===== config.mk =====
export PLATFORM = sky130hd
export DESIGN_NAME = event_encoder_4to2
export DESIGN_NICKNAME = d
export VERILOG_FILES = /design/src/rtl/event_encoder_4to2.sv
export SDC_FILE = /design/constraint.sdc
export NUM_CORES = 1
export LEC_CHECK = 0
export ABC_AREA = 1
export ABC_CLOCK_PERIOD_IN_PS = 6600
export BUFFER_PORTS_ARGS = -buffer_cell sky130_fd_sc_hd__buf_2
export CAP_MARGIN = 0
export CORE_MARGIN = 2
export CORE_UTILIZATION = 55
export CTS_CLUSTER_SIZE = 12
export DETAILED_ROUTE_END_ITERATION = 8
export GPL_TIMING_DRIVEN = 0
export PLACE_DENSITY = 0.83
export SETUP_SLACK_MARGIN = 0.1
export SLEW_MARGIN = 25
export SYNTH_ARGS = -nofsm -noshare
export SYNTH_HDL_FRONTEND = slang
export SYNTH_SLANG_ARGS = --single-unit

===== constraint.sdc =====
create_clock -name clk -period 6.6 [get_ports clk]
set_clock_uncertainty 0.05 [all_clocks]
set_input_delay 1.98 -clock clk [delete_from_list [all_inputs] [get_ports clk]]
set_output_delay 1.98 -clock clk [all_outputs]
set_load 0.01 [all_outputs]

===== src/rtl/event_encoder_4to2.sv =====
// event_encoder_4to2
// Captures rising edges on four request lines and encodes each one as a
// 2-bit code. The mapping is the inverse of a 2-to-4 decoder: ip[3]->00,
// ip[2]->01, ip[1]->10, ip[0]->11. Captured events wait in a pending
// register. At most one pending event per cycle is pushed, highest line
// first, into a small code FIFO. The FIFO drains through a valid/ready port.
//
// Optional feature: define ENC_OVF_COUNT_EN to add the ovf_cnt[7:0] output.
// This is a saturating count of lost events. Without the macro, only the
// sticky ovf flag is present.

module event_encoder_4to2 #(
   parameter int FIFO_DEPTH = 4
) (
   input  logic       clk,
   input  logic       rst,
   input  logic [3:0] ip,
   input  logic       Enable,
   output logic [1:0] op,
   output logic       valid,
   input  logic       ready,
   output logic       ovf,
   input  logic       clr_ovf
`ifdef ENC_OVF_COUNT_EN
   ,
   output logic [7:0] ovf_cnt
`endif
);

   localparam int PW = (FIFO_DEPTH > 1) ? $clog2(FIFO_DEPTH) : 1;
   localparam int CW = $clog2(FIFO_DEPTH + 1);

   logic [3:0]    r_ipD;
   logic [3:0]    r_pend;
   logic [1:0]    r_mem [FIFO_DEPTH];
   logic [PW-1:0] r_wrPtr;
   logic [PW-1:0] r_rdPtr;
   logic [CW-1:0] r_count;
   logic [1:0]    r_op;
   logic          r_valid;
   logic          r_ovf;

   logic [3:0]    w_ev;
   logic [3:0]    w_sel;
   logic [1:0]    w_pushCode;
   logic          w_pop;
   logic          w_push;
   logic [3:0]    w_served;
   logic [3:0]    w_lost;
   logic          w_anyLost;
   logic [CW-1:0] w_countAfterPop;
   logic [CW-1:0] w_nextCount;
   logic [PW-1:0] w_nextRdPtr;
   logic [1:0]    w_nextHead;

   // An event is a 0->1 step seen while capture is enabled. A line that is
   // already high when Enable drops therefore produces nothing.
   assign w_ev = ip & ~r_ipD & {4{~Enable}};

   // Pick the highest-priority pending bit and the code it maps to.
   always_comb begin
      w_sel      = 4'b0000;
      w_pushCode = 2'b00;
      if (r_pend[3]) begin
         w_sel      = 4'b1000;
         w_pushCode = 2'b00;
      end else if (r_pend[2]) begin
         w_sel      = 4'b0100;
         w_pushCode = 2'b01;
      end else if (r_pend[1]) begin
         w_sel      = 4'b0010;
         w_pushCode = 2'b10;
      end else if (r_pend[0]) begin
         w_sel      = 4'b0001;
         w_pushCode = 2'b11;
      end
   end

   // Free space counts the slot released by this cycle's pop. A full FIFO
   // that is popping can therefore still accept a push.
   assign w_pop           = r_valid & ready;
   assign w_countAfterPop = r_count - CW'(w_pop);
   assign w_push          = (r_pend != 4'b0000) && (w_countAfterPop < CW'(FIFO_DEPTH));
   assign w_served        = w_push ? w_sel : 4'b0000;
   assign w_nextCount     = w_countAfterPop + CW'(w_push);
   assign w_nextRdPtr     = w_pop ? (r_rdPtr + PW'(1)) : r_rdPtr;

   // An event is lost only if its line already holds an unserved event.
   // If the bit is drained in the same cycle, the new event takes its place.
   assign w_lost    = w_ev & r_pend & ~w_served;
   assign w_anyLost = |w_lost;

   // The head slot is being written only when the FIFO is empty after the
   // pop. In that case the new code bypasses the memory into the head.
   assign w_nextHead = (w_push && (r_wrPtr == w_nextRdPtr)) ? w_pushCode
                                                            : r_mem[w_nextRdPtr];

   // Remember last cycle's request levels for edge detection.
   always_ff @(posedge clk or posedge rst) begin
      if (rst) begin
         r_ipD <= 4'b0000;
      end else begin
         r_ipD <= ip;
      end
   end

   // Each line holds at most one pending event until it is pushed.
   always_ff @(posedge clk or posedge rst) begin
      if (rst) begin
         r_pend <= 4'b0000;
      end else begin
         r_pend <= (r_pend & ~w_served) | w_ev;
      end
   end

   // Code storage, written at the tail on each push.
   always_ff @(posedge clk or posedge rst) begin
      if (rst) begin
         for (int i = 0; i < FIFO_DEPTH; i++) begin
            r_mem[i] <= 2'b00;
         end
      end else if (w_push) begin
         r_mem[r_wrPtr] <= w_pushCode;
      end
   end

   // Wrapping read/write pointers and the occupancy count.
   always_ff @(posedge clk or posedge rst) begin
      if (rst) begin
         r_wrPtr <= '0;
         r_rdPtr <= '0;
         r_count <= '0;
      end else begin
         if (w_push) begin
            r_wrPtr <= r_wrPtr + PW'(1);
         end
         r_rdPtr <= w_nextRdPtr;
         r_count <= w_nextCount;
      end
   end

   // Registered head of the FIFO. op keeps its last code once the FIFO
   // drains, so the consumer never sees a stale memory slot.
   always_ff @(posedge clk or posedge rst) begin
      if (rst) begin
         r_op    <= 2'b00;
         r_valid <= 1'b0;
      end else begin
         r_valid <= (w_nextCount != '0);
         if (w_nextCount != '0) begin
            r_op <= w_nextHead;
         end
      end
   end

   // Sticky loss flag. A loss in the same cycle as a clear keeps it set.
   always_ff @(posedge clk or posedge rst) begin
      if (rst) begin
         r_ovf <= 1'b0;
      end else if (w_anyLost) begin
         r_ovf <= 1'b1;
      end else if (clr_ovf) begin
         r_ovf <= 1'b0;
      end
   end

`ifdef ENC_OVF_COUNT_EN
   logic [7:0] r_ovfCnt;
   logic [2:0] w_lostNum;
   logic [8:0] w_cntSum;

   assign w_lostNum = 3'(w_lost[0]) + 3'(w_lost[1]) + 3'(w_lost[2]) + 3'(w_lost[3]);
   assign w_cntSum  = {1'b0, r_ovfCnt} + 9'(w_lostNum);

   // Saturating count of lost events. An increment takes precedence over
   // a clear in the same cycle.
   always_ff @(posedge clk or posedge rst) begin
      if (rst) begin
         r_ovfCnt <= 8'h00;
      end else if (w_anyLost) begin
         r_ovfCnt <= w_cntSum[8] ? 8'hFF : w_cntSum[7:0];
      end else if (clr_ovf) begin
         r_ovfCnt <= 8'h00;
      end
   end

   assign ovf_cnt = r_ovfCnt;
`endif

   assign op    = r_op;
   assign valid = r_valid;
   assign ovf   = r_ovf;

endmodule


==> impl_results.md <==
* Number of global-route vias before repair at 1,010
* CTS tree: done
* Final Setup Violations at 0
* Post-DRT Antenna Nets at 0
* Leak at 0.788 nW
* N_diodes at 0
* WS Path Type: primary input to flip-flop
* Syn nets at 169
* Met2 Track Usage GR at 0.360
* Min Tclk post-route at 3.89 ns
* CP cell instances: buf_2, nand2_2, inv_1, ha_1, ha_1, xnor2_4, nand2_4, inv_2, ha_1, ha_1, nor2_1, nand2_4, nand3_1, nand2_1
* IO buf count at 12
* Clock buffer depth at 2
* RSZ-0062 raised after global routing: false
* Sink Count at 27
* Nets at 186
* Global route hottest layer: met2
* Root buf cell: clkbuf_4
* Worst EP arrival at 4.08 ns
* Slew @ Worst Pin at 0.670 ns
* DP Worst Slack at 2.34 ns
* Final period util at 0.589
* Resized cells post-CTS at 0
* Power density over cell area at 523 nW/µm²
* Post-CTS Setup Inserts at 0
* Slew headroom at 0.549
* First-pass GRT wire length at 4170 µm
* Mapped Cells at 152
* Setup TNS at 0 ns
* Die Span X at 54.1 µm
* Core Area at 2430 µm²
* Clock network latency to the later pin of the worst-skew pair at 0.33 ns
* Crit. End Element: flip-flop
* TritonCTS buffer count at 3
* Top delay family on crit path: adder cells
* Total die area at 2920 µm²
* Run status: complete, no violations
* Async set or reset register ratio after synthesis at 1.00
* 1st-iter DRT viols at 11
* Fmax at 257 MHz
* # IOs at 13
* CP startpoint kind: primary input
* Required time of the critical path at 6.79 ns
* MaxCap Viol Count at 0
* Die Y at 54.1 µm
* Yosys cell types at 22
* Cts hold-fix bufs at 0
* Overflow after GRT at 0
* Top post-synthesis cells by count: nand2_1, dfrtp_1, nand3_1
* Most used cell, CP: ha_1
* Most frequent cell after synthesis: nand2_1
* Average size of a mapped cell at 9.07 µm²
* Largest area contributor in the netlist: dfrtp_1
* Met3 Usage GRT at 0.0250
* Vias/cell at 5.05
* Synth Flop Type: dfrtp_1
* Met1 GRT Util at 0.246
* Design Power at 0.787 mW
* Drt drc at 0
* Fin Hold WS at 0.453 ns
* GPL Wtd Cong at 0.793
* DP HPWL at 1900 µm
* Synth top area cells: dfrtp_1, nand2_1, ha_1
* Area Overhead vs Synth at 9.26%
* Clock edge transition at the registers on the reported setup and hold paths at 0.15 ns
* Worst path slowest cell: xnor2_4
* Row count at 18
* Vias at 1,000
* Initial antenna violation count at 0
* Top-area cell type share of the netlist area at 0.490
* Largest stage delay, worst path at 0.30 ns
* CP bufs+invs at 3
* Final worst slack at 2.71 ns
* Highest fanout seen on the critical path at 8
* Synth warnings at 0
* H-tree levels at 1
* Initial core utilization at 0.567
* Drt wl/cell at 12.4 µm
* Post-Syn Area at 1380 µm²
* Worst Hold Class: flip-flop to flip-flop
* Largest net degree at the start of global routing at 28
* Seq cells post-synth at 27
* Routed wire length at 2460 µm
* Peak supply drop at 0.331 mV
* Gr usage total at 0.205
* Fin. Hold Viols at 0
* DRT Pass-1 Iters at 4
* EDFF count, synth at 0
* Slew Limit Fails at 0
* Sequential share of the synthesized area at 0.490
* Layout cells sized above 1 at 0.202
[worst reg2reg max path: stages, from the launching register on]
cell,delay [ns]
dfrtp_1,0.46
nand2_2,0.12
inv_1,0.07
ha_1,0.20
ha_1,0.25
xnor2_4,0.30
nand2_4,0.11
inv_2,0.14
ha_1,0.16
ha_1,0.23
nor2_1,0.19
nand2_4,0.09
nand3_1,0.08
nand2_1,0.06
[power breakdown]
group | internal, mW | leakage, nW | switching (mW)
Sequential | 0.237 | 0.327 | 0.0518
Combinational | 0.158 | 0.447 | 0.268
Clock | 0.0232 | 0.0139 | 0.0496
Total | 0.418 | 0.788 | 0.369
[layout by cell type (no fill, tap or decap)]
cell type / synthesis / routed
o21ai_0: 5 / 5
nand3_1: 16 / 16
xor2_1: 1 / 1
ha_1: 8 / 8
a21o_1: 1 / 1
nor2_4: 1 / 1
buf_2: 0 / 12
nand2_4: 4 / 4
dfrtp_1: 27 / 27
inv_2: 4 / 5
nand3_2: 1 / 1
or2_1: 1 / 1
nand2_1: 41 / 41
nand2_2: 4 / 4
clkbuf_4: 0 / 3
clkinvlp_4: 0 / 1
xnor2_4: 1 / 1
nor3_1: 1 / 1
nor2_1: 8 / 8
nand4_1: 3 / 3
nor3b_1: 1 / 1
o21ai_1: 8 / 8
inv_1: 14 / 13
xnor2_2: 1 / 1
nand3_4: 1 / 1
[final timing paths]
path	start	endpoint	slack, ns	depth (start not counted)
max	ready	op[0]	2.71	14
min in group asynchronous	rst	r_ipD[1]	1.62	2
min	r_ipD[0]	r_pend[0]	0.45	3
max in group asynchronous	rst	r_mem[3]	4.49	2
min reg2reg	r_ipD[0]	r_pend[0]	0.45	3
max reg2reg	valid	op[0]	3.99	13
[per-layer routing]
metal	vias up	wire, µm
met5	-	0
met4	0	53
met3	6	47
met2	15	1220
met1	458	1140
li1	521	-
[stage by stage]
stage / area [µm²] / util / cells
3_5_place_dp: 1480 / 0.607 / 194
6_report: 1510 / 0.619 / 198
5_1_grt: 1510 / 0.619 / 198
3_3_place_gp: 1480 / 0.607 / 194
2_1_floorplan: 1380 / - / 152
4_1_cts: 1510 / 0.619 / 198
[cell families after synthesis]
kind of cell    synth area share
fa+ha+maj                 0.0726
simple gates               0.298
flops                      0.490
buf+inv                   0.0490
xor+xnor                  0.0381
compound gates            0.0526
[sequential cells by signal, summed over array words and instances (netlist names)]
register,flops
r_wrPtr,2
r_mem,8
valid,1
r_pend,4
op,2
r_rdPtr,2
r_count,3
r_ipD,4
ovf,1
[cell type report]
class	count	area [µm²]
Inverter	18	67.6
Sequential cell	27	676
Multi-Input combinational cell	107	636
Tap cell	30	37.5
Clock inverter	1	7.51
Timing Repair Buffer	12	60.1
Clock buffer	3	22.5
Fill cell	205	926
No activity file was read; power rests on OpenSTA's default activity.
